File: src/rtl/hazard_stall_unit.sv
// Hazard stall unit: holds PC and IF/ID and bubbles ID/EX until a producer's result is forwardable.
// Define HAZARD_BRANCH_ID_EN for ID-resolved branches (branch hazard rules, HOLD state, taken-branch flush).
module hazard_stall_unit #(
    parameter int CNT_W = 16
) (
    input  logic             Clk,
    input  logic             Rst,
    input  logic [4:0]       IFIDRs,
    input  logic [4:0]       IFIDRt,
    input  logic             IFIDUsesRs,
    input  logic             IFIDUsesRt,
    input  logic             IFIDBranch,
    input  logic             BranchTaken,
    input  logic             IDEXMemRead,
    input  logic             IDEXRegWrite,
    input  logic [4:0]       IDEXRd,
    input  logic             EXMEMMemRead,
    input  logic [4:0]       EXMEMRd,
    input  logic             Flush,
    output logic             PCWrite,
    output logic             IFIDWrite,
    output logic             IDEXBubble,
    output logic             IFIDFlush,
    output logic             Stalled,
    output logic [CNT_W-1:0] StallCycles
);

    function automatic logic src_match(input logic [4:0] r, input logic [4:0] rs,
                                       input logic [4:0] rt, input logic use_rs,
                                       input logic use_rt);
        return (r != 5'd0) && (((r == rs) && use_rs) || ((r == rt) && use_rt));
    endfunction

    logic             w_match_ex;
    logic [1:0]       w_need;
    logic             w_stalled;
    logic [CNT_W-1:0] r_cnt;

    assign w_match_ex = src_match(IDEXRd, IFIDRs, IFIDRt, IFIDUsesRs, IFIDUsesRt);

`ifdef HAZARD_BRANCH_ID_EN
    typedef enum logic {ST_RUN, ST_HOLD} state_t;

    state_t r_state;
    logic   w_match_mem;

    assign w_match_mem = src_match(EXMEMRd, IFIDRs, IFIDRt, IFIDUsesRs, IFIDUsesRt);

    // First matching rule wins; a load feeding a branch needs two cycles.
    always_comb begin
        w_need = 2'd0;
        if (IFIDBranch && IDEXMemRead && w_match_ex)
            w_need = 2'd2;
        else if (IDEXMemRead && w_match_ex)
            w_need = 2'd1;
        else if (IFIDBranch && IDEXRegWrite && w_match_ex)
            w_need = 2'd1;
        else if (IFIDBranch && EXMEMMemRead && w_match_mem)
            w_need = 2'd1;
    end

    // Rst gates the stall so outputs fall to non-stall values the moment reset asserts.
    assign w_stalled = Rst && !Flush && ((r_state == ST_HOLD) || (w_need != 2'd0));
    assign IFIDFlush = Flush || (IFIDBranch && BranchTaken && !w_stalled);

    always_ff @(posedge Clk or negedge Rst) begin
        if (!Rst) begin
            r_state <= ST_RUN;
        end else if (Flush) begin
            r_state <= ST_RUN;
        end else begin
            case (r_state)
                ST_RUN:  r_state <= (w_need == 2'd2) ? ST_HOLD : ST_RUN;
                ST_HOLD: r_state <= ST_RUN;
                default: r_state <= ST_RUN;
            endcase
        end
    end
`else
    logic w_unused_branch;

    assign w_unused_branch = ^{IFIDBranch, BranchTaken, IDEXRegWrite, EXMEMMemRead, EXMEMRd};
    assign w_need          = {1'b0, IDEXMemRead && w_match_ex};
    assign w_stalled       = Rst && !Flush && w_need[0];
    assign IFIDFlush       = Flush;
`endif

    assign Stalled     = w_stalled;
    assign PCWrite     = !w_stalled;
    assign IFIDWrite   = !w_stalled;
    assign IDEXBubble  = w_stalled;
    assign StallCycles = r_cnt;

    // Saturating performance counter.
    always_ff @(posedge Clk or negedge Rst) begin
        if (!Rst)
            r_cnt <= '0;
        else if (w_stalled && (r_cnt != {CNT_W{1'b1}}))
            r_cnt <= r_cnt + 1'b1;
    end

endmodule

File: config.mk
export PLATFORM = sky130hd
export DESIGN_NAME = hazard_stall_unit
export DESIGN_NICKNAME = d
export VERILOG_FILES = /design/src/rtl/hazard_stall_unit.sv
export SDC_FILE = /design/constraint.sdc
export NUM_CORES = 1
export LEC_CHECK = 0
export CAP_MARGIN = 5
export CORE_UTILIZATION = 39
export CTS_CLUSTER_SIZE = 20
export DETAILED_ROUTE_END_ITERATION = 6
export HOLD_SLACK_MARGIN = 0.02
export PLACE_DENSITY = 0.75
export SYNTH_ARGS = -nofsm -noshare
export SYNTH_HDL_FRONTEND = slang
export SYNTH_SLANG_ARGS = --single-unit
File: constraint.sdc
create_clock -name Clk -period 2.3 [get_ports Clk]
set_input_delay 0.23 -clock Clk [delete_from_list [all_inputs] [get_ports Clk]]
set_output_delay 0.23 -clock Clk [all_outputs]
set_load 0.03 [all_outputs]
### Word level (Yosys, flattened, before mapping)

Cells that the tools add are included.

* eq/ne operators: 3
* reduce and logical (&&, ||, !) cells: 11
* $add $sub $neg: 1

Operators by type and width (count)
* 16-bit by 1-bit adder with 16-bit output, second input constant: 1
* 16-bit != test, second input constant: 1
* 5-bit equality test: 2
* 1-bit logical AND: 7
* 5-bit nonzero test: 1
* 1-bit logical NOT: 2
* 1-bit logical OR: 1

* bits of input ports: 30
* word-level logic and storage cells: 16
* flip-flop bits (word level): 16

### Longest topological paths before layout

* depth in word-level cells: 7
* mapped depth: 6
* gate-level depth less buffers: 6

### Worst setup path before layout

Ideal clock, no wire load.

* path type: in2out
* from: input IDEXRd[1]
* to: output Stalled
* data required time: 2070 ps
* cell stages on the path: 5
* slack: 212 ps
* arrival time: 1858 ps
* cells stage by stage: or4_4 > o2111ai_4 > nand2b_1 > inv_1 > buf_4

* longest elaborated chain between the ends: 6
* elaborated cells on any way between the ends: 9
* classes of those cells: eq/ne: 2; reduce/logical: 7

Ends and longest elaborated chain
* start, declared: RTL line 16 `input logic [4:0] IDEXRd,`
* 5-bit equality test: RTL line 31 `return (r != 5'd0) && (((r == rs) && use_rs) || ((r == rt) && use_rt));`
* 1-bit logical AND: RTL line 31
* 1-bit logical OR: RTL line 31
* 1-bit logical AND *: RTL line 31
* 1-bit logical AND *: RTL line 83 `assign w_need = {1'b0, IDEXMemRead && w_match_ex};`
* 1-bit logical AND *: RTL line 84 `assign w_stalled = Rst && !Flush && w_need[0];`
* end, declared: RTL line 24 `output logic Stalled,`

Mark *: on every way between the ends. The rest lies on a longest branch, timed or not.

### Final worst setup path

* from: input IDEXRd[2]
* to: output Stalled

The elaborated chain is that of the path after synthesis.

==> impl_metrics.csv <==
group,metric,value,unit
global_route,use_met2,34.60,%
clocking,root_buffer,"clkbuf_4",
logic_synthesis,avgSynthCellArea,10.14,um2
clocking,clk_latency,0.28,ns
layout,final_cell_area,1478,um2
global_route,grt_overflow,0,
logic_synthesis,syn-num-nets,130,
logic_synthesis,yosys_warnings,0,
layout,fin_nets,177,
place,dpl.hpwl,1913,um
global_route,grt_pass1_vias,857,
critical_path,worstSetupPathType,"in -> out",
power,p_sw_share,25.52,%
critical_path,ff2ff_setup_slack,0.31,ns
sta,fmax,0.4572,GHz
detailed_routing,vias,898,
logic_synthesis,post-synth-top-area-cell,"dfrtp_1",
logic_synthesis,syn_inst,99,
critical_path,crit_chain,"clkdlybuf4s50_1, or4_4, o2111ai_4, nand2b_1, inv_1, buf_4",
clocking,cts_num_sinks,16,
outcome,status,"finished, final reports clean",
logic_synthesis,synthArstFlopShare,100.0,%
sta,tns,0,ns
detailed_routing,post-route-drc-count,0,
place,gp_congestion,0.7886,
layout,post-route-util,60.19,%
layout,layout-drive-gt1-share,15.28,%
floorplan,placementRows,18,
detailed_routing,ant_nets,0,
layout,largest_reg_flops,16,
critical_path,slowest_delay,0.56,ns
global_route,grt_use_total,19.45,%
floorplan,fp.coreArea,2455,um2
clocking,clockBufferDepth,2,
sta,finalCritPeriodShare,95.11,%
sta,relSlewSlack,69.30,%
floorplan,chipHeight,52.73,um
global_route,grt.busiest_layer,"met2",
detailed_routing,wl_per_cell,14.00,um
layout,finalNonFillerCells,174,
sta,min_period,2.187,ns
critical_path,critPathLaunchType,"input port",
power,power_frac_clock,25.4,%
clocking,cts_tree,"built",
power,vdd_drop_max,327.5,uV
logic_synthesis,synthMostInstantiatedCell,"xnor2_1",
power,seqPwrFrac,52.8,%
critical_path,critical_path_required,2.07,ns
power,power.switching,0.0001422,W
sta,hold_viol_final,0,
critical_path,crit_path_top_delay_cell,"or4_4",
clocking,cts.clk_slew.worst_paths,0.09,ns
floorplan,die_area,2780,um2
detailed_routing,firstDrtPassIters,4,
global_route,use_met1,24.24,%
clocking,htree_levels,1,
clocking,cts_hold_buffers,0,
power,power_frac_comb,21.8,%
floorplan,initial_core_util,40.88,%
run,cap_violations,0,
place,place_area,1455,um2
global_route,grt_pass1_wl,3926,um
power,p_int,0.0004150,W
floorplan,num_io_pins,51,
logic_synthesis,synth_top_cells_by_area,"dfrtp_1, xnor2_1, nand4_1",
logic_synthesis,synth-seq-area-share,39.90,%
clocking,post_cts_resized,0,
layout,syn2layout_area_growth,47.26,%
place,dp_cells,171,
global_route,grt_max_degree,17,
detailed_routing,via_per_inst,5.161,
logic_synthesis,synthTopCellsByCount,"xnor2_1, dfrtp_1, nand3_1, nand4_1",
logic_synthesis,yosysTopAreaCellShare,39.90,%
logic_synthesis,synth_edf_count,0,
power,p_leak,0.5632,nW
floorplan,die_w,52.73,um
layout,diodes,0,
sta,tightestPinTransition,0.4567,ns
logic_synthesis,synth_cell_types,25,
critical_path,crit_fanout,3,
critical_path,end_kind,"primary output",
sta,setup_viol,0,
global_route,use_met3,2.609,%
sta,grt_setup_unrepaired,"false",
critical_path,reg2reg_from,"StallCycles[0]",
detailed_routing,routed_wl,2436,um
logic_synthesis,ys_ff_latch,16,
clocking,cts_buffers,3,
worst_hold_path,hp-class,"in -> async",
global_route,antenna_found_initial,0,
critical_path,crit_arrival,1.96,ns
clocking,post-cts-setup-buffers,0,
power,p_per_area,377.0,nW/um2
logic_synthesis,synth-main-ff-cell,"dfrtp_1",
detailed_routing,first_iter_violations,9,
place,io_buffers,41,
sta,finalClockSkew,0.005722,ns
sta,slew_viol_final,0,
critical_path,crit_start,"IDEXRd[2]",
logic_synthesis,synth_area,1003,um2
## path summary, 6_finish.rpt
check	end	cells after the start
worst min-delay path	StallCycles[10]	2
min in group Clk	StallCycles[15]	1
worst max register to register	StallCycles[1]	6
worst min register to register	StallCycles[15]	1
max in group asynchronous	StallCycles[8]	2
worst max-delay path	Stalled	6
## worst max-delay path: cells and delay by family
kind                   cells  cell delay [ns]
and+or+nand+nor            2             0.75
AOI/OAI and AO/OA          1             0.26
buffers and inverters      3             0.72
## layout by cell type, fill, tap and decap left out, types with 2 or more instances in the layout
| master | Yosys | final |
|---|---|---|
| nand4b_1 | 2 | 2 |
| dfrtp_1 | 16 | 16 |
| clkdlybuf4s50_1 | 0 | 37 |
| nand3_1 | 11 | 11 |
| and3_1 | 3 | 3 |
| nor2_1 | 6 | 6 |
| nand2_1 | 6 | 6 |
| inv_1 | 3 | 3 |
| nor4_2 | 2 | 2 |
| clkbuf_4 | 0 | 3 |
| nand4_1 | 9 | 9 |
| buf_4 | 3 | 10 |
| xnor2_1 | 24 | 24 |
## per-stage QoR
| stage | hold WS, ns | total power (W) | setup WS (ns) |
|---|---|---|---|
| after global placement | 0.4921 | 0.0004186 | 0.1515 |
| after detailed placement | 0.5062 | 0.0004222 | 0.1149 |
| after global routing | 0.4113 | 0.0005822 | 0.001270 |
| after floorplan | -0.06559 | 0.0003491 | 0.2122 |
| after CTS | 0.3943 | 0.0005665 | 0.1043 |
| final | 0.3789 | 0.0005571 | 0.1126 |
## logic make-up after synthesis
group / count (synthesis) / share of synthesized area (%)
and+or+nand+nor: 46 / 28.18
xor gates and xnor gates: 24 / 20.95
DFF: 16 / 39.90
buffers and inverters: 8 / 4.238
AOI/OAI and AO/OA: 3 / 4.364
muxes: 1 / 1.122
adders and majority gates: 1 / 1.247
## power groups by stage
stage	clock network, W	registers, W	logic (W)
2_1_floorplan	0	0.000311	0.0000386
3_3_place_gp	0	0.000299	0.000119
3_5_place_dp	0	0.000300	0.000123
4_1_cts	0.000149	0.000294	0.000123
5_1_grt	0.000158	0.000295	0.000130
6_report	0.000141	0.000294	0.000122
## final cells by class
cell class / instances / area, um2
repair buffers: 47 / 445.4
well taps: 30 / 37.54
inverters: 3 / 11.26
clock buffers: 3 / 22.52
multi-input cells: 75 / 560.5
flip-flops and latches: 16 / 400.4
fillers: 221 / 977.2
## per-layer routing
layer	wire, um	up-vias
met1	1043	420
met4	12	0
met5	0	-
met3	171	2
li1	-	440
met2	1208	36
Note: power is estimated with default switching activity, not from simulation.
